===== src/rtl/leaky_maxpool2x2_int16.sv =====
`default_nettype none
// ============================================================================
// Module   : leaky_maxpool2x2_int16
// Purpose  : Leaky ReLU followed by 2x2/stride-2 max-pool on a raster AXIS stream.
// Revision : 1.0
// ============================================================================
module leaky_maxpool2x2_int16 #(
    parameter int DATA_W     = 16,
    parameter int MAX_W      = 64,
    parameter int LEAK_SHIFT = 3,
    parameter int CNT_W      = 16
) (
    input  logic              AXIS_ACLK,
    input  logic              AXIS_ARESET,
    input  logic [CNT_W-1:0]  cfg_width,
    input  logic [CNT_W-1:0]  cfg_height,
    output logic              S_AXIS_TREADY,
    input  logic [DATA_W-1:0] S_AXIS_TDATA,
    input  logic [1:0]        S_AXIS_TKEEP,
    input  logic              S_AXIS_TLAST,
    input  logic              S_AXIS_TVALID,
    output logic              M_AXIS_TVALID,
    output logic [DATA_W-1:0] M_AXIS_TDATA,
    output logic [1:0]        M_AXIS_TKEEP,
    output logic              M_AXIS_TLAST,
    input  logic              M_AXIS_TREADY,
    output logic              err_tlast
);
    localparam int IDX_W = $clog2(MAX_W / 2);

    typedef enum logic [1:0] {
        S_IDLE  = 2'd0,
        S_RUN   = 2'd1,
        S_DRAIN = 2'd2
    } state_t;

    state_t                   state_q, state_d;
    logic [CNT_W-1:0]         width_q, height_q;
    logic [CNT_W-1:0]         col_q, col_d, row_q, row_d;
    logic signed [DATA_W-1:0] pair_q;
    logic signed [DATA_W-1:0] lbuf_q [MAX_W/2];
    logic                     m_valid_q, m_last_q, err_q;
    logic signed [DATA_W-1:0] m_data_q;

    logic                     w_ready, w_rx, w_beat;
    logic [CNT_W-1:0]         w_width, w_height;
    logic                     w_col_last, w_row_last, w_frame_last;
    logic signed [DATA_W-1:0] w_x, w_act, w_pair_max, w_line, w_pool;
    logic [IDX_W-1:0]         w_idx;
    logic                     w_load, w_last_out, w_tlast_bad;

    assign w_ready = (state_q != S_DRAIN) & (~m_valid_q | M_AXIS_TREADY);
    assign w_rx    = S_AXIS_TVALID & w_ready;
    assign w_beat  = w_rx & (S_AXIS_TKEEP == 2'b11);

    // The first beat of a frame uses the live cfg ports, later beats the latched copy.
    assign w_width      = (state_q == S_IDLE) ? cfg_width  : width_q;
    assign w_height     = (state_q == S_IDLE) ? cfg_height : height_q;
    assign w_col_last   = (col_q == w_width  - CNT_W'(1));
    assign w_row_last   = (row_q == w_height - CNT_W'(1));
    assign w_frame_last = w_col_last & w_row_last;

    assign w_x        = S_AXIS_TDATA;
    assign w_act      = w_x[DATA_W-1] ? (w_x >>> LEAK_SHIFT) : w_x;
    assign w_pair_max = (pair_q > w_act) ? pair_q : w_act;
    assign w_idx      = col_q[IDX_W:1];
    assign w_line     = lbuf_q[w_idx];
    assign w_pool     = (w_line > w_pair_max) ? w_line : w_pair_max;

    // Last pooled value sits at the last odd column of the last odd row (odd W/H drop a tail).
    assign w_load     = w_beat & col_q[0] & row_q[0];
    assign w_last_out = (col_q == {w_width[CNT_W-1:1], 1'b0} - CNT_W'(1)) &
                        (row_q == {w_height[CNT_W-1:1], 1'b0} - CNT_W'(1));

    assign w_tlast_bad = w_rx & (w_beat ? (S_AXIS_TLAST != w_frame_last) : S_AXIS_TLAST);

    always_comb begin
        state_d = state_q;
        col_d   = col_q;
        row_d   = row_q;
        if (w_beat) begin
            if (w_frame_last) begin
                col_d = '0;
                row_d = '0;
            end else if (w_col_last) begin
                col_d = '0;
                row_d = row_q + CNT_W'(1);
            end else begin
                col_d = col_q + CNT_W'(1);
            end
        end
        case (state_q)
            S_IDLE:  if (w_beat) state_d = S_RUN;
            S_RUN:   if (w_beat & w_frame_last) state_d = S_DRAIN;
            S_DRAIN: if (~m_valid_q | (M_AXIS_TREADY & m_last_q)) state_d = S_IDLE;
            default: state_d = S_IDLE;
        endcase
    end

    always_ff @(posedge AXIS_ACLK or posedge AXIS_ARESET) begin
        if (AXIS_ARESET) begin
            state_q   <= S_IDLE;
            width_q   <= '0;
            height_q  <= '0;
            col_q     <= '0;
            row_q     <= '0;
            pair_q    <= '0;
            m_valid_q <= 1'b0;
            m_data_q  <= '0;
            m_last_q  <= 1'b0;
            err_q     <= 1'b0;
        end else begin
            state_q <= state_d;
            col_q   <= col_d;
            row_q   <= row_d;
            if ((state_q == S_IDLE) && w_beat) begin
                width_q  <= cfg_width;
                height_q <= cfg_height;
            end
            if (w_beat & ~col_q[0]) pair_q <= w_act;
            if (w_load) begin
                m_valid_q <= 1'b1;
                m_data_q  <= w_pool;
                m_last_q  <= w_last_out;
            end else if (M_AXIS_TREADY) begin
                m_valid_q <= 1'b0;
            end
            if (w_tlast_bad) err_q <= 1'b1;
        end
    end

    // Not reset: every even row rewrites the entries before an odd row reads them.
    always_ff @(posedge AXIS_ACLK) begin
        if (w_beat & col_q[0] & ~row_q[0]) lbuf_q[w_idx] <= w_pair_max;
    end

    assign S_AXIS_TREADY = w_ready;
    assign M_AXIS_TVALID = m_valid_q;
    assign M_AXIS_TDATA  = m_data_q;
    assign M_AXIS_TLAST  = m_last_q;
    assign M_AXIS_TKEEP  = 2'b11;
    assign err_tlast     = err_q;
endmodule
`default_nettype wire


===== config.mk =====
export PLATFORM = sky130hd
export DESIGN_NAME = leaky_maxpool2x2_int16
export DESIGN_NICKNAME = d
export VERILOG_FILES = /design/src/rtl/leaky_maxpool2x2_int16.sv
export SDC_FILE = /design/constraint.sdc
export NUM_CORES = 1
export LEC_CHECK = 0
export BUFFER_PORTS_ARGS = -buffer_cell sky130_fd_sc_hd__buf_2
export CORE_MARGIN = 1.5
export CORE_UTILIZATION = 40
export DETAILED_ROUTE_END_ITERATION = 12
export PLACE_DENSITY_LB_ADDON = 0.12
export SETUP_SLACK_MARGIN = 0.15
export SYNTH_ARGS = -nofsm -noshare
export SYNTH_HDL_FRONTEND = slang
export SYNTH_SLANG_ARGS = --single-unit

===== constraint.sdc =====
create_clock -name AXIS_ACLK -period 11.8 [get_ports AXIS_ACLK]
set_input_delay 0.59 -clock AXIS_ACLK [delete_from_list [all_inputs] [get_ports AXIS_ACLK]]
set_output_delay 0.59 -clock AXIS_ACLK [all_outputs]
set_load 0.005 [all_outputs]

==> impl_metrics.tcl, run 1 <==
set metrics [dict create \
    avgSynthCellArea_um2 15.74 \
    hold_viol 4 \
    power_density_mw_per_mm2 207.2 \
    cp_top_family "simple AND/OR/NAND/NOR gates" \
    worst_pin_slew_ns 1.194 \
    synth_edf_count 512 \
    power.total_mw 6.458 \
    timing.final.ws_setup_ns 6.075 \
    synthArstFlopShare_pct 16.48 \
    clock_sinks 613 \
    timing.rr.start "state_q[1]" \
    p_leak_nw 10.65 \
    critical_path_required_ns 12.29 \
    rows 95 \
    slowest_stage "nor2_1" \
    syn-cell-area_mm2 0.02738 \
    hold_path.class "primary input to asynchronous set/reset pin" \
    final_cells 2765 \
    dr_total_vias 16152 \
    place_inst 2646 \
    ctsResizeCount 0 \
    core_area_mm2 0.06751 \
    die_h_um 264.6 \
    postCtsSetupBuffers 0 \
    maxSlewViolCount 0 \
    final_cell_mix "512 x edfxtp_1, 128 x mux4_2, 104 x nor2_1" \
    final_common_cell "edfxtp_1" \
    violations "negative hold slack" \
    io_pins 77 \
    finalSetupViolCount 0 \
    critical_path.max_stage_delay_ns 0.85 \
    clock_latency_ns 0.62 \
    synthDistinctLibCells 81 \
    ys_warn_count 0 \
    r2r-end "row_q[4]" \
    cp-end-kind "register" \
    drive_gt1_share_pct 22.42 \
    grt_pass1_wl_um 108900 \
    hold_buffers 0 \
    crit_chain "buf_4 > nor2_4 > mux2_2 > inv_1 > ha_1 > o211ai_1 > nor4_2 > a41oi_1 > or4b_1 > nor2_1 > o21ai_1 > o31ai_1" \
    drc 0 \
    post-dp-hpwl_um 47150 \
    status "complete, but fails checks" \
    place_ws_ns 6.007 \
    dieArea_mm2 0.07004 \
    ir_drop_mv 0.1550 \
    overflow 0 \
    cap_violations 0 \
    tns_ns 0 \
    max_slew_margin_pct 20.31 \
    netlist_instances 1740 \
    cp-start-kind "register" \
    timing.final.crit_share_pct 48.51 \
    drtPass1Iterations 5 \
    synthTopCellsByArea "edfxtp_1 56%, mux4_2 11%, dfrtp_1 9.2%" \
    initial_core_util_pct 40.56 \
    drt_iter0_drc 1478 \
    io_buffers 74 \
    antenna_found_initial 0 \
    rrSetupSlack_ns 6.08 \
    wire_per_inst_um 26.29 \
    synth_seq_cells 613 \
    cts-root-buf "clkbuf_16" \
    yosysTopAreaCellShare_pct 56.15 \
    r2r_cells 12 \
    clockBufferDepth 3 \
    synth.largest_area_cell "edfxtp_1" \
    path_buf_inv 2 \
    whs_ns -0.003592 \
    ys_seq_area_share_pct 65.38 \
    path_max_fanout 44 \
    fin_crit_ns 5.725 \
    cp.arrival_ns 6.21 \
    layout.nets 1938 \
    synthToLayoutAreaGrowth_pct 13.80 \
    fin_worst_skew_ns 0.02855 \
    timing_worst_setup_path_type "register to register" \
    grt_pass1_vias 16290 \
    cts_tree "yes" \
    clk_pin_slew_ns 0.06 \
    h-tree-depth 3 \
    via_per_inst 5.842 \
    ant_nets 0 \
    fmax_mhz 174.7 \
    gp_congestion 0.8749 \
    grt_max_degree 113 \
    drt_wl_total_um 72690 \
    synth_ff_type "edfxtp_1" \
    die_w_um 264.6 \
    rsz0062_at_grt "false" \
    track_usage_pct 21.05 \
    cts_made_buffers 68 \
]
==> Yosys cell counts (all sizes together) (6+ instances only) <==
cell      n
nor2    111
buf      42
nor4     20
a22oi    66
xor2     21
mux2     39
o31a      6
o21a     13
o211ai   25
nand4    33
xnor2    40
clkbuf   55
o31ai    15
a211oi    7
nor2b    11
mux2i    46
nand2    74
a21o     15
mux4    128
nor3     20
edfxtp  512
ha       40
o21ai    53
and3     18
inv      31
or4      10
a21oi    31
nor3b    11
or3      13
nand3    39
a22o      7
nand2b   10
dfrtp   101
and2      9
==> state kept, by name, summed over array words and instances (netlist names) <==
name,flops
M_AXIS_TVALID,1
height_q,16
err_tlast,1
M_AXIS_TLAST,1
state_q,2
row_q,16
col_q,16
M_AXIS_TDATA,16
width_q,16
lbuf_q,512
pair_q,16
==> layer usage <==
metal	part of all wire [%]	vias up	GRT usage (%)
met2	47	419	33.30
met1	45	8471	30.33
met5	0	-	0
met3	5.7	81	3.576
li1	-	7181	-
met4	1.7	0	5.219
==> area by class of cell <==
cell class                      instances  area, um^2
Clock inverter                         28       342.8
Antenna cell                            1       2.502
Sequential cell                       613       17910
Timing Repair Buffer                  129       808.3
Multi-Input combinational cell       1000        9012
Fill cell                            5895       36350
Inverter                               31       118.9
Clock buffer                           90        1877
Tap cell                              873        1092
==> per-stage QoR <==
step / util [%] / cell area [um^2]
floorplan: - / 27390
global placement: 42.87 / 28940
detailed placement: 42.87 / 28940
CTS: 46.15 / 31160
global route: 46.15 / 31160
finish: 46.16 / 31160
==> cell families after synthesis <==
kind of cell / count (synthesis) / synth area share (%)
compound gates: 274 / 7.041
simple gates: 410 / 7.955
xor+xnor: 61 / 1.978
fa+ha+maj: 40 / 1.828
flops: 613 / 65.38
buf+inv: 128 / 1.951
other cells: 1 / 0.01369
mux: 213 / 13.86
==> how the worst max path moves through the flow <==
stage          cells after the start        startpoint  slack, ns          endpoint
6_report                          12        state_q[1]       6.08          row_q[4]
5_1_grt                           12        state_q[1]       5.68          row_q[4]
4_1_cts                           12        state_q[1]       6.02          row_q[4]
3_5_place_dp                      23  S_AXIS_TDATA[15]       6.01   M_AXIS_TDATA[5]
3_3_place_gp                      23  S_AXIS_TDATA[15]       6.01  M_AXIS_TDATA[12]
2_1_floorplan                     23  S_AXIS_TDATA[15]       5.35  M_AXIS_TDATA[15]
==> where the power goes <==
group / leakage (nW) / internal [mW] / switching [mW] / total, mW
registers: 5.92 / 2.60 / 0.106 / 2.70
logic: 3.65 / 0.638 / 0.999 / 1.64
clock network: 1.08 / 1.24 / 0.879 / 2.12
total: 10.6 / 4.47 / 1.98 / 6.46
(Power assumes the default switching activity.)
==> run 2, diff against run 1 <==
clock period = 5.8 ns   (was 11.8 ns; I/O delays follow)
==> run 2 against run 1 <==
Effect of this change: the flow now finishes without violations; largest power group unchanged; final cell count increased by 2.2%; design area increased by 2.0%; critical path depth unchanged; utilization increased by 0.90 points.
==> impl_metrics.tcl, run 2 (synthesis gave the netlist of run 1 again) <==
set metrics [dict create \
    status "finished clean" \
    clk_pin_slew_ns 0.06 \
    timing.final.ws_setup_ns 0.9551 \
    slowest_stage "dfrtp_1" \
    fmax_mhz 206.4 \
    crit_chain "nor2_1 > and2_1 > a22oi_1 > nand4_1 > ha_1 > nand4_1 > or3_1 > o21ai_0 > a211oi_1 > a221oi_1 > nand2b_1 > o211ai_1" \
    grt_max_degree 54 \
    largest_reg_flops 512 \
    cap_violations 0 \
    max_slew_margin_pct 17.86 \
    hold_path.class "primary input to register" \
    cp.arrival_ns 5.29 \
    cpMostUsedCell "nand4_1" \
    fin_crit_ns 4.845 \
    rsz0062_at_grt "false" \
    power_density_mw_per_mm2 424.6 \
    fillers 5814 \
    grt_pass1_wl_um 110400 \
    gp_congestion 0.8626 \
    cp_top_family "simple AND/OR/NAND/NOR gates" \
    drt_wl_total_um 73880 \
    synthToLayoutAreaGrowth_pct 16.02 \
    overflow 0 \
    tns_ns 0 \
    cp-start-kind "register" \
    post-dp-hpwl_um 49060 \
    clock_latency_ns 0.62 \
    drtPass1Iterations 5 \
    track_usage_pct 21.37 \
    cts_tree "yes" \
    cts_made_buffers 69 \
    worst_pin_slew_ns 1.231 \
    finalSetupViolCount 0 \
    layout.nets 1994 \
    drc 0 \
    die_h_um 264.6 \
    diodes 0 \
    grt_pass1_vias 16583 \
    final_common_cell "edfxtp_1" \
    dr_total_vias 16367 \
    place_ws_ns 0.5995 \
    drive_gt1_share_pct 22.63 \
    h-tree-depth 3 \
    io_buffers 74 \
    initial_core_util_pct 40.56 \
    final_cell_mix "512 x edfxtp_1, 128 x mux4_2, 104 x nor2_1" \
    fin_worst_skew_ns 0.03572 \
    critical_path.max_stage_delay_ns 0.96 \
    wire_per_inst_um 26.14 \
    core_area_mm2 0.06751 \
    ir_drop_mv 0.2015 \
    drt_iter0_drc 1377 \
    antenna_found_initial 1 \
    io_pins 77 \
    ant_nets 0 \
    maxSlewViolCount 0 \
    regMostFlops "lbuf_q" \
    path_max_fanout 18 \
    timing_worst_setup_path_type "register to register" \
    dieArea_mm2 0.07004 \
    clockBufferDepth 3 \
    critical_path_required_ns 6.25 \
    clock_sinks 613 \
    fin_util_pct 47.06 \
    hold_viol 0 \
    power.total_mw 13.49 \
    timing.final.crit_share_pct 83.53 \
    p_leak_nw 10.92 \
    die_w_um 264.6 \
    cp-end-kind "register" \
    path_buf_inv 0 \
    cts-root-buf "clkbuf_16" \
    rows 95 \
    via_per_inst 5.792 \
]
-- run 2: cell types whose count changed in the layout (fill, tap and decap cells not counted), sizes merged, moves of 2 or more --
cell         previous run  this run
dlygate4sd3             0        36
buf                   129       148
clkinv                 19        24
clkbuf                 90        86
inv                    34        37
bufinv                  5         7
-- run 2: repair_timing --
item | CTS | global route
gates resized for setup | 0 | 0
setup buffers | 0 | 0
endpoints found under the hold margin | 87 | 0
hold buffers | 36 | 0
setup endpoints to repair | 0 | 0
-- run 2: report_power, final --
part	switching (mW)	internal (mW)	leakage, nW	total [mW]
clock network	1.82	2.60	1.10	4.42
registers	0.228	5.28	5.92	5.51
logic	2.16	1.41	3.91	3.57
-- run 2: layer usage --
layer / vias to the layer above / wire length, um / part of all wire (%) / GRT usage, %
met4: 0 / 1580 / 2.1 / 6.291
met3: 96 / 3959 / 5.4 / 3.196
met1: 8497 / 33410 / 45 / 30.44
li1: 7296 / - / - / -
met2: 478 / 34930 / 47 / 34.08
met5: - / 0 / 0 / 0
-- run 2: cell type report --
| class | instances | area, um^2 | share of cell area (%) |
|---|---|---|---|
| Multi-Input combinational cell | 1000 | 9020 | 28.39 |
| Sequential cell | 613 | 17910 | 56.37 |
| Tap cell | 873 | 1092 | 3.438 |
| Clock inverter | 39 | 439.2 | 1.382 |
| Timing Repair Buffer | 184 | 1349 | 4.245 |
| Clock buffer | 86 | 1843 | 5.801 |
| Inverter | 31 | 118.9 | 0.3741 |
-- run 2: worst paths after layout --
check                                start               end  slack (ns)  cells after the start
min reg2reg                      err_tlast         err_tlast        0.46                      1
min                        S_AXIS_TDATA[2]         pair_q[2]        0.05                      3
max                               col_q[4]  M_AXIS_TDATA[12]        0.96                     12
min in group asynchronous      AXIS_ARESET         pair_q[2]        0.32                      3
max in group asynchronous      AXIS_ARESET          col_q[1]        4.21                      4
max reg2reg                       col_q[4]  M_AXIS_TDATA[12]        0.96                     12
-- run 2: per-stage QoR --
stage | area, um^2 | instances | hold WS [ns]
6_report | 31770 | 2826 | 0.04672
3_3_place_gp | 29130 | 2665 | 0.4463
3_5_place_dp | 29130 | 2665 | 0.4505
2_1_floorplan | 27400 | 1741 | 0.4312
5_1_grt | 31770 | 2826 | 0.06182
4_1_cts | 31770 | 2826 | 0.006855
-- run 2: worst register-to-register path, stage by stage (launching register included) --
cell and delay, ns:
dfrtp_1 0.96, nor2_1 0.16, and2_1 0.53, a22oi_1 0.62, nand4_1 0.31, ha_1 0.40
nand4_1 0.09, or3_1 0.40, o21ai_0 0.17, a211oi_1 0.07, a221oi_1 0.26, nand2b_1 0.55
o211ai_1 0.18
==> run 3, diff against run 2 <==
clock period = 4.57 ns   (was 5.8 ns; I/O delays follow)
==> run 3 against run 2 <==
Effect of this change: wire length grew 1.4%; critical path depth up 2; global-route usage grew 0.14 points; sequential share of layout area decreased by 1.1 points; register-to-register slack worse by 0.63 ns; highest routed layer unchanged; via count grew 2.1%; sequential cell count unchanged; first-iteration DRC count up 12%; largest cell class unchanged; critical endpoint is now M_AXIS_TDATA[6].
==> impl_metrics.tcl, run 3 (synthesis gave the netlist of run 1 again) <==
set metrics [dict create \
    maxSlewViolCount 0 \
    grt_pass1_wl_um 111000 \
    ant_nets 0 \
    cpMostUsedCell "buf_4" \
    h-tree-depth 3 \
    drt_iter0_drc 1547 \
    cts_tree "yes" \
    worst_pin_slew_ns 1.264 \
    max_slew_margin_pct 15.62 \
    whs_ns 0.03518 \
    critical_path.max_stage_delay_ns 0.58 \
    final_cell_mix "512 x edfxtp_1, 135 x buf_4, 128 x mux4_2" \
    fin_crit_ns 4.241 \
    power_density_mw_per_mm2 537.7 \
    gp_congestion 0.8805 \
    cts-root-buf "clkbuf_16" \
    place_area_mm2 0.02968 \
    layout.nets 2067 \
    initial_core_util_pct 40.56 \
    drt_wl_total_um 74890 \
    fin_worst_skew_ns 0.01429 \
    synthToLayoutAreaGrowth_pct 18.40 \
    design_area_mm2 0.03242 \
    largest_reg_flops 512 \
    finalSetupViolCount 0 \
    cap_violations 0 \
    timing_worst_setup_path_type "register to register" \
    rsz0062_at_grt "false" \
    hold_viol 0 \
    diodes 0 \
    critical_path_required_ns 5.04 \
    post-dp-hpwl_um 50590 \
    die_w_um 264.6 \
    final_common_cell "edfxtp_1" \
    timing.final.crit_share_pct 92.81 \
    cp.arrival_ns 4.71 \
    cp-start-kind "register" \
    die_h_um 264.6 \
    cp-end-kind "register" \
    drc 0 \
    p_leak_nw 11.32 \
    cts_made_buffers 68 \
    clock_sinks 613 \
    drive_gt1_share_pct 25.72 \
    wire_per_inst_um 25.87 \
    slowest_stage "mux4_2" \
    crit_chain "buf_12 > buf_4 > mux4_2 > a22oi_1 > nand4_1 > ha_1 > nand2_1 > or3_1 > o21ai_1 > a211oi_2 > a221oi_2 > nand2b_1 > buf_4 > o211ai_1" \
    drtPass1Iterations 5 \
    grt_pass1_vias 16781 \
    path_max_fanout 23 \
    track_usage_pct 21.51 \
    core_area_mm2 0.06751 \
    tns_ns 0 \
    dieArea_mm2 0.07004 \
    clk_pin_slew_ns 0.06 \
    status "finished clean" \
    io_buffers 74 \
    hold_path.class "primary input to register" \
    clockBufferDepth 3 \
    io_pins 77 \
    via_per_inst 5.770 \
    antenna_found_initial 1 \
    clock_latency_ns 0.60 \
    grt_max_degree 52 \
    dr_total_vias 16705 \
    rows 95 \
    regMostFlops "lbuf_q" \
    ir_drop_mv 0.2895 \
    overflow 0 \
    fmax_mhz 235.8 \
]
## run 3: changes by cell type in the layout (fill, tap and decap cells not counted), moves of 4 or more
cell / change
buf_4: +66
clkinv_1: -5
clkinv_2: +4
buf_12: +5
## run 3: repair_timing
action                     CTS  global route
hold endpoints to repair    87             0
hold buffers                38             0
setup endpoints to repair    0            25
gates resized for setup      0             8
buffers inserted             0             6
## run 3: path summary, 6_finish.rpt
kind | startpoint | endpoint | slack [ns] | depth (start not counted)
min in group asynchronous | AXIS_ARESET | pair_q[2] | 0.26 | 3
max in group asynchronous | AXIS_ARESET | col_q[2] | 3.03 | 4
worst max register to register | col_q[1] | M_AXIS_TDATA[6] | 0.33 | 14
worst max-delay path | col_q[1] | M_AXIS_TDATA[6] | 0.33 | 14
worst min register to register | err_tlast | err_tlast | 0.47 | 1
worst min-delay path | S_AXIS_TDATA[3] | pair_q[3] | 0.04 | 3
## run 3: metal layers
layer,vias up,wire length (um),track usage [%],part of all wire [%]
li1,7420,-,-,-
met1,8678,33180,30.75,44
met2,509,35330,34.40,47
met3,98,4611,3.372,6.2
met4,0,1765,5.576,2.4
met5,-,0,0,0
## run 3: final cells by class
type,count,area [um^2]
Clock buffer,87,1858
Clock inverter,33,407.9
Fill cell,5846,35090
Inverter,31,122.6
Multi-Input combinational cell,1000,9044
Sequential cell,613,17910
Tap cell,873,1092
Timing Repair Buffer,258,1989
## run 3: where the power goes
part	switching, mW	internal (mW)	total, mW
logic	2.96	2.00	4.96
registers	0.209	6.69	6.90
clock network	2.18	3.39	5.57
total	5.36	12.1	17.4
## run 3: worst max-delay path, delay by kind of cell, from the launching register on
kind | cells | cell delay (ns)
buf+inv | 3 | 0.65
compound gates | 5 | 0.98
simple gates | 4 | 0.91
fa+ha+maj | 1 | 0.38
mux | 1 | 0.58
flops | 1 | 0.54
## run 3: through the flow
step                      utilization [%]  setup WS (ns)  total power, mW  cells
after floorplan                         -         0.1506            9.894   1741
after global placement              43.96         0.2523            11.90   2730
after detailed placement            43.96         0.1591            11.93   2730
after CTS                           47.88         0.2554            17.55   2888
after global routing                48.02         0.1423            18.16   2895
final                               48.02         0.3286            17.44   2895
